## config.mk

```make
export PLATFORM = sky130hd
export DESIGN_NAME = sdram_arbiter
export DESIGN_NICKNAME = d
export VERILOG_FILES = /design/src/rtl/sdram_arbiter.sv
export SDC_FILE = /design/constraint.sdc
export NUM_CORES = 1
export LEC_CHECK = 0
export CAP_MARGIN = 20
export CORE_ASPECT_RATIO = 0.5
export CORE_MARGIN = 2
export CORE_UTILIZATION = 38
export DETAILED_ROUTE_END_ITERATION = 8
export PLACE_DENSITY = 0.9
export SYNTH_ARGS = -nofsm -noshare
export SYNTH_HDL_FRONTEND = slang
export SYNTH_SLANG_ARGS = --single-unit
```

## constraint.sdc

```tcl
create_clock -name clk_clk -period 4.6 [get_ports clk_clk]
set_input_delay 0.46 -clock clk_clk [delete_from_list [all_inputs] [get_ports clk_clk]]
set_output_delay 0.46 -clock clk_clk [all_outputs]
set_load 0.05 [all_outputs]
```

## src/rtl/sdram_arbiter.sv

```systemverilog
// Two-master Avalon-MM arbiter in front of the SDRAM controller, with a read-tag FIFO that
// routes pipelined responses. Define SDRAM_ARB_PRIO_EN for m0 strict priority (default round-robin).
module sdram_arbiter #(
  parameter int unsigned ADDR_W      = 24,
  parameter int unsigned DATA_W      = 16,
  parameter int unsigned MAX_PENDING = 8,
  parameter int unsigned HOLD_MAX    = 8
) (
  input  logic                clk_clk,
  input  logic                reset_reset_n,
  input  logic [ADDR_W-1:0]   m0_address,
  input  logic                m0_read,
  input  logic                m0_write,
  input  logic [DATA_W-1:0]   m0_writedata,
  input  logic [DATA_W/8-1:0] m0_byteenable,
  output logic                m0_waitrequest,
  output logic [DATA_W-1:0]   m0_readdata,
  output logic                m0_readdatavalid,
  input  logic [ADDR_W-1:0]   m1_address,
  input  logic                m1_read,
  input  logic                m1_write,
  input  logic [DATA_W-1:0]   m1_writedata,
  input  logic [DATA_W/8-1:0] m1_byteenable,
  output logic                m1_waitrequest,
  output logic [DATA_W-1:0]   m1_readdata,
  output logic                m1_readdatavalid,
  output logic [ADDR_W-1:0]   s_address,
  output logic [DATA_W-1:0]   s_writedata,
  output logic [DATA_W/8-1:0] s_byteenable,
  output logic                s_read,
  output logic                s_write,
  input  logic                s_waitrequest,
  input  logic [DATA_W-1:0]   s_readdata,
  input  logic                s_readdatavalid,
  output logic                rsp_err
);

`ifdef SDRAM_ARB_PRIO_EN
  localparam bit PrioEn = 1'b1;
`else
  localparam bit PrioEn = 1'b0;
`endif
  localparam int unsigned PtrW  = (MAX_PENDING > 1) ? $clog2(MAX_PENDING) : 1;
  localparam int unsigned CntW  = $clog2(MAX_PENDING + 1);
  localparam int unsigned HoldW = $clog2(HOLD_MAX + 1);

  typedef enum logic [1:0] {StIdle, StGnt0, StGnt1} state_e;

  state_e                 state_q, state_d;
  logic                   last_q, last_d;
  logic [HoldW-1:0]       hold_q, hold_d;
  logic [MAX_PENDING-1:0] tag_q;
  logic [PtrW-1:0]        wr_ptr_q, rd_ptr_q;
  logic [CntW-1:0]        cnt_q;
  logic                   rsp_err_q;

  logic req0, req1, full, empty, accept, push, pop, head, hold_limit;

  function automatic logic [PtrW-1:0] ptr_inc(input logic [PtrW-1:0] p);
    return (p == PtrW'(MAX_PENDING - 1)) ? '0 : p + PtrW'(1);
  endfunction

  assign req0       = m0_read | m0_write;
  assign req1       = m1_read | m1_write;
  assign full       = (cnt_q == CntW'(MAX_PENDING));
  assign empty      = (cnt_q == '0);
  assign hold_limit = (hold_q >= HoldW'(HOLD_MAX - 1));

  // Slave-side mux; a full tag FIFO blocks reads only, writes still flow.
  always_comb begin
    s_address      = '0;
    s_writedata    = '0;
    s_byteenable   = '0;
    s_read         = 1'b0;
    s_write        = 1'b0;
    m0_waitrequest = 1'b1;
    m1_waitrequest = 1'b1;
    case (state_q)
      StGnt0: begin
        s_address      = m0_address;
        s_writedata    = m0_writedata;
        s_byteenable   = m0_byteenable;
        s_read         = m0_read & ~full;
        s_write        = m0_write;
        m0_waitrequest = s_waitrequest | (m0_read & full);
      end
      StGnt1: begin
        s_address      = m1_address;
        s_writedata    = m1_writedata;
        s_byteenable   = m1_byteenable;
        s_read         = m1_read & ~full;
        s_write        = m1_write;
        m1_waitrequest = s_waitrequest | (m1_read & full);
      end
      default: ;
    endcase
  end

  assign accept           = (s_read | s_write) & ~s_waitrequest;
  assign push             = accept & s_read;
  assign pop              = s_readdatavalid & ~empty;
  assign head             = tag_q[rd_ptr_q];
  assign m0_readdatavalid = pop & ~head;
  assign m1_readdatavalid = pop & head;
  assign m0_readdata      = s_readdata;
  assign m1_readdata      = s_readdata;
  assign rsp_err          = rsp_err_q;

  // Grant only moves when the holder is not mid-stall: it dropped its request or was accepted.
  always_comb begin
    state_d = state_q;
    last_d  = last_q;
    hold_d  = hold_q;
    case (state_q)
      StIdle: begin
        if (req0 && (!req1 || PrioEn || last_q)) state_d = StGnt0;
        else if (req1)                           state_d = StGnt1;
      end
      StGnt0: begin
        if (!req0)                                            state_d = req1 ? StGnt1 : StIdle;
        else if (accept && req1 && !PrioEn && hold_limit)     state_d = StGnt1;
      end
      StGnt1: begin
        if (!req1)                                            state_d = req0 ? StGnt0 : StIdle;
        else if (accept && req0 && (PrioEn || hold_limit))    state_d = StGnt0;
      end
      default: state_d = StIdle;
    endcase
    if (state_d != state_q) begin
      hold_d = '0;
      if (state_q != StIdle) last_d = (state_q == StGnt1);
    end else if (accept && hold_q != HoldW'(HOLD_MAX)) begin
      hold_d = hold_q + HoldW'(1);
    end
  end

  always_ff @(posedge clk_clk or negedge reset_reset_n) begin
    if (!reset_reset_n) begin
      state_q <= StIdle;
      last_q  <= 1'b1;
      hold_q  <= '0;
    end else begin
      state_q <= state_d;
      last_q  <= last_d;
      hold_q  <= hold_d;
    end
  end

  always_ff @(posedge clk_clk or negedge reset_reset_n) begin
    if (!reset_reset_n) begin
      tag_q     <= '0;
      wr_ptr_q  <= '0;
      rd_ptr_q  <= '0;
      cnt_q     <= '0;
      rsp_err_q <= 1'b0;
    end else begin
      if (push) begin
        tag_q[wr_ptr_q] <= (state_q == StGnt1);
        wr_ptr_q        <= ptr_inc(wr_ptr_q);
      end
      if (pop) rd_ptr_q <= ptr_inc(rd_ptr_q);
      if (push && !pop)      cnt_q <= cnt_q + CntW'(1);
      else if (pop && !push) cnt_q <= cnt_q - CntW'(1);
      if (s_readdatavalid && empty) rsp_err_q <= 1'b1;
    end
  end

endmodule
```

* Word-level counts from Yosys, hierarchy flattened
Index checks and enable logic that the tools add are counted.
Storage, ports and cells: word-level logic and storage cells 89, output and inout bits 81, register bits after elaboration 26, bits of input ports 108
Cells by class: $add $sub $neg 5, order comparisons 4, bitwise operators 18, reduce and logical (&&, ||, !) cells 20, mux-type cells 27, equal/unequal tests 7
Operators with widths (number):
- 24-bit one-hot mux with 2 select lines | 1
- 16-bit one-hot mux with 2 select lines | 1
- 4-bit 2-to-1 mux | 4
- 2-bit 2-to-1 mux | 7
- 1-bit logical AND | 10
- 1-bit AND | 9
- 4-bit by 1-bit adder with 4-bit output (second input constant) | 2
- 8-bit bitwise mux | 1
- 3-bit by 4-bit less-than comparator with 1-bit output (second input constant) | 2
- 3-bit by 1-bit adder with 3-bit output (second input constant) | 2
- 3-bit equality test (second input constant) | 2
- 3-bit 2-to-1 mux | 2
- 2-bit one-hot mux with 3 select lines | 1
- 2-bit nonzero test | 3
- 1-bit 2-to-1 mux | 5
- 1-bit bitwise OR | 5
- 4-bit equality test (second input constant) | 1
- 4-bit by 3-bit >= comparator with 1-bit output (second input constant) | 1
- 4-bit zero test | 1
- 4-bit != test (second input constant) | 1
- 1-bit inverter | 4
- 1-bit one-hot mux with 2 select lines | 2
- 2-bit one-hot mux with 2 select lines | 1
- 4-bit by 1-bit subtractor with 4-bit output (second input constant) | 1
- other kinds (10) | 12

* Logic depth before layout (Yosys ltp)
depth after elaboration 13, gate-level depth with buffers 13, mapped depth without buffers 12

* Worst setup path after synthesis
OpenSTA, ideal clock, no wires.
kind register to register, from register state_q[0], to register cnt_q[3], arrival time 2804 ps, buffers on the path 1, setup slack 1671 ps, data required time 4475 ps, clock period less this slack 2929 ps, cell stages (with the launch flop) 14, setup time 125 ps, path through dfrtp_1 inv_1 ha_1 clkbuf_1 nand2b_1 nor3_2 ha_1 inv_1 ha_1 a21o_1 a21oi_1 xnor2_1 nor2_1 xor2_1
Between the ends: word-level cells in the longest chain between the ends 8, elaborated cells between the ends (all ways) 12
Ends and longest elaborated chain:
- start, declared | line 49 | state_e state_q, state_d;
- start signal, assigned | line 139 | state_q <= StIdle;
- start signal, assigned | line 143 | state_q <= state_d;
- 2-bit equality test / 2-bit by 1-bit equality test with 1-bit output (equally long branches) | line 78 | case (state_q)
- 1-bit one-hot mux with 2 select lines | line 78
- 1-bit bitwise OR | line 99 | assign accept = (s_read | s_write) & ~s_waitrequest;
- 1-bit AND | line 99
- 1-bit AND * | line 100 | assign push = accept & s_read;
- net push | line 57 | logic req0, req1, full, empty, accept, push, pop, head, hold_limit;
- 1-bit zero test | line 163 | else if (pop && !push) cnt_q <= cnt_q - CntW'(1);
- 1-bit logical AND | line 163
- 2-bit nonzero test (no line)
- end signal, assigned | line 162 | if (push && !pop) cnt_q <= cnt_q + CntW'(1);
- end signal, assigned | line 163
- end, declared | line 54 | logic [CntW-1:0] cnt_q;
The timed path passes the listed nets; every way through them passes the cells marked *. A chain may end at the register's enable or synchronous reset.

* Worst setup path in the final report
from register state_q[0], to output port s_address[19]
Between the ends: word-level cells in the longest chain between the ends 2, elaborated cells between the ends (all ways) 3
Ends and longest elaborated chain:
- 2-bit equality test / 2-bit by 1-bit equality test with 1-bit output (equally long branches) | line 78
- 24-bit one-hot mux with 2 select lines * | line 78
- end, declared | line 27 | output logic [ADDR_W-1:0] s_address,
Every way passes the cells marked *; elsewhere a longest branch is shown, timed or not.

==> summary.md <==
| Metric | Value |
|---|---|
| Outcome | `complete, no violations` |
| Worst-Skew Late Latency | `0.26 ns` |
| Hpwl dp | `6260 um` |
| TritonCTS sink count | `26` |
| Final hold viol count | `0` |
| Fill count | `546` |
| Worst r2r dst | `cnt_q[3]` |
| Crit path DAT | `3.07 ns` |
| Critical Path Max Stage Delay | `0.85 ns` |
| Htree depth | `1` |
| N_diodes | `0` |
| DR vias/cell | `5.42` |
| Fin crit period | `3.53 ns` |
| Post-route setup TNS | `0 ns` |
| Library cells used by synthesis | `57` |
| DRC viols | `0` |
| Synth top area share | `0.229` |
| Post-CTS Resized | `0` |
| Fin. max-slew vios | `0` |
| Netlist Area Pre-Place | `2730 um2` |
| Ys Warns | `0` |
| Final ANT Viol Nets | `0` |
| EDFF count, synth | `0` |
| Final #Nets | `530` |
| Clock-pin slew on the worst setup and hold paths | `0.07 ns` |
| Drt total wl | `8170 um` |
| Top area cells in the synthesized netlist | `dfrtp_1 23%, a22oi_1 12%, nor2b_1 11%, buf_4 9.4%, ha_1 6.0%` |
| Initial antenna violation count | `0` |
| WP data required | `4.14 ns` |
| P per Cell Area | `677 nW/um2` |
| Overflow after GRT | `0` |
| Leak | `1.50 nW` |
| Number of buffers added on ports | `140` |
| Sequential area share after synthesis | `0.239` |
| Final std cells w/o fill | `499` |
| FF-to-FF setup slack | `1.26 ns` |
| Fin crit share | `0.768` |
| GP Congestion | `0.860` |
| Crit Path Category | `reg -> out` |
| Slew at the pin closest to its max-slew limit | `0.785 ns` |
| TritonRoute pass-1 iters | `4` |
| First-pass GRT wire length | `12600 um` |
| CORE AREA | `6810 um2` |
| Mapped Nets | `432` |
| Top post-synthesis cells by count | `48 x nor2b_1, 42 x a22oi_1, 34 x buf_4` |
| Gate Count Post-Synth | `310` |
| RR Startpoint | `state_q[0]` |
| Final Cell Area | `4060 um2` |
| DP Cell Count | `495` |
| Worst IR Drop VDD | `0.000282 V` |
| Total power | `2.75 mW` |
| DP Area | `3960 um2` |
| CTS max path bufs | `2` |
| Layout area overhead | `48.9%` |
| Io pins | `189` |
| # Max-Cap Violations | `0` |
| Layout cells sized above 1 | `0.0983` |
| Hold Buf Count CTS | `0` |
| Final hold slack | `0.467 ns` |
| Fmax | `283 MHz` |
| Rows | `21` |
| End of the critical path | `s_address[19]` |
| Post-CTS Setup Inserts | `0` |
| Hold crit path type | `reg -> reg` |
| Total GRT Usage | `0.196` |
| Total CTS buffers | `3` |
| CP max-delay cell | `clkdlybuf4s50_1` |
| Clock Skew | `0.00806 ns` |
| Pin count of the biggest net entering global routing | `46` |
| Cell taking the most area after synthesis | `dfrtp_1` |
| Clock root cell | `clkbuf_16` |
| Setup crit start kind | `register` |
| Chip height | `63.9 um` |
| CTS tree | `built` |
| DRC violation total after the first TritonRoute iteration | `143` |
| Wire per inst | `16.4 um` |
| Via count | `2707` |
| Yosys reg bits | `26` |
| Most common cell in the synthesized netlist | `nor2b_1` |
| Vias in the first global route | `2643` |
| Pre-CTS setup slack | `1.35 ns` |
| Crit Path Max Fanout | `31` |
| Commonest register cell after synthesis | `dfrtp_1` |
| CP endpoint kind | `output port` |
| R2R cell count | `12` |
| Die ar. | `7910 um2` |
| Crit path from | `state_q[0]` |
| Synth Area per Inst | `8.80 um2` |
| Final Setup Violations | `0` |
| Fraction of registers with async set/reset | `1.00` |
| Die width | `124 um` |
| Layout Utilization | `0.597` |
| RSZ-0062 raised after global routing | `no` |
| Slew Limit Headroom | `0.469` |
| Cell Chain, Critical Path | `inv_1 > ha_2 > buf_4 > a22oi_1 > nor2b_1 > clkdlybuf4s50_1` |
| Initial Util | `0.401` |
| Setup ws final | `1.07 ns` |
## placed cells by master (no fill, tap or decap), types with 3 or more instances in the layout
cell	instances
nand2_1	9
mux2i_1	3
nor2_1	12
nand3_1	6
buf_4	4
o21ai_0	8
a21o_1	4
clkbuf_16	3
mux2_2	13
xnor2_1	5
ha_1	11
inv_1	7
a21oi_1	7
nor3_1	4
clkdlybuf4s50_1	140
nor2b_1	48
a22oi_1	42
dfrtp_1	25
nand3b_1	3
nand2b_1	3
## state kept, by name (all words and copies together) (netlist names)
register / flops
wr_ptr_q: 3
hold_q: 4
state_q: 2
rsp_err: 1
cnt_q: 4
last_q: 1
rd_ptr_q: 3
tag_q: 8
## final cells by class
type                            count  area (um2)  area share
Sequential cell                    26         652       0.160
Clock inverter                      1        30.0     0.00739
Timing Repair Buffer              144        1430       0.352
Inverter                            7        26.3     0.00647
Multi-Input combinational cell    226        1730       0.427
Clock buffer                        3        75.1      0.0185
Tap cell                           92         115      0.0283
## worst max-delay path, delay by kind of cell, from the launching register on
| kind | cells | cell delay [ns] |
|---|---|---|
| and+or+nand+nor | 1 | 0.18 |
| buffers and inverters | 3 | 1.41 |
| adders and majority gates | 1 | 0.57 |
| DFF | 1 | 0.48 |
| AOI/OAI and AO/OA | 1 | 0.16 |
## cells by family (layout without fill, tap and decap cells)
group,after synthesis,count (layout),share of synthesized area
DFF,26,26,0.239
and+or+nand+nor,103,103,0.225
muxes,20,20,0.0908
xor gates and xnor gates,7,7,0.0225
buffers and inverters,58,155,0.128
adders and majority gates,14,14,0.0670
AOI/OAI and AO/OA,82,82,0.228
## report_power, final
group,internal [mW],switching (mW)
registers,0.326,0.112
logic,0.836,1.22
clock network,0.173,0.0821
total,1.33,1.42
## routing by layer
layer / share of wire / global-route usage / up-vias
met1: 0.40 / 0.231 / 1285
met4: 0.020 / 0.0625 / 0
li1: - / - / 1286
met2: 0.50 / 0.359 / 116
met5: 0 / 0 / -
met3: 0.081 / 0.0348 / 20
## worst min path at each step
stage / start / to / slack [ns] / cells past startpoint
after global placement: rsp_err / rsp_err / 0.44 / 1
after global routing: rsp_err / rsp_err / 0.51 / 1
final: rsp_err / rsp_err / 0.47 / 1
after CTS: rsp_err / rsp_err / 0.47 / 1
after detailed placement: rsp_err / rsp_err / 0.46 / 1
after floorplan: reset_reset_n / cnt_q[0] / 0.16 / 0
Power figures use the tool's default switching activity.
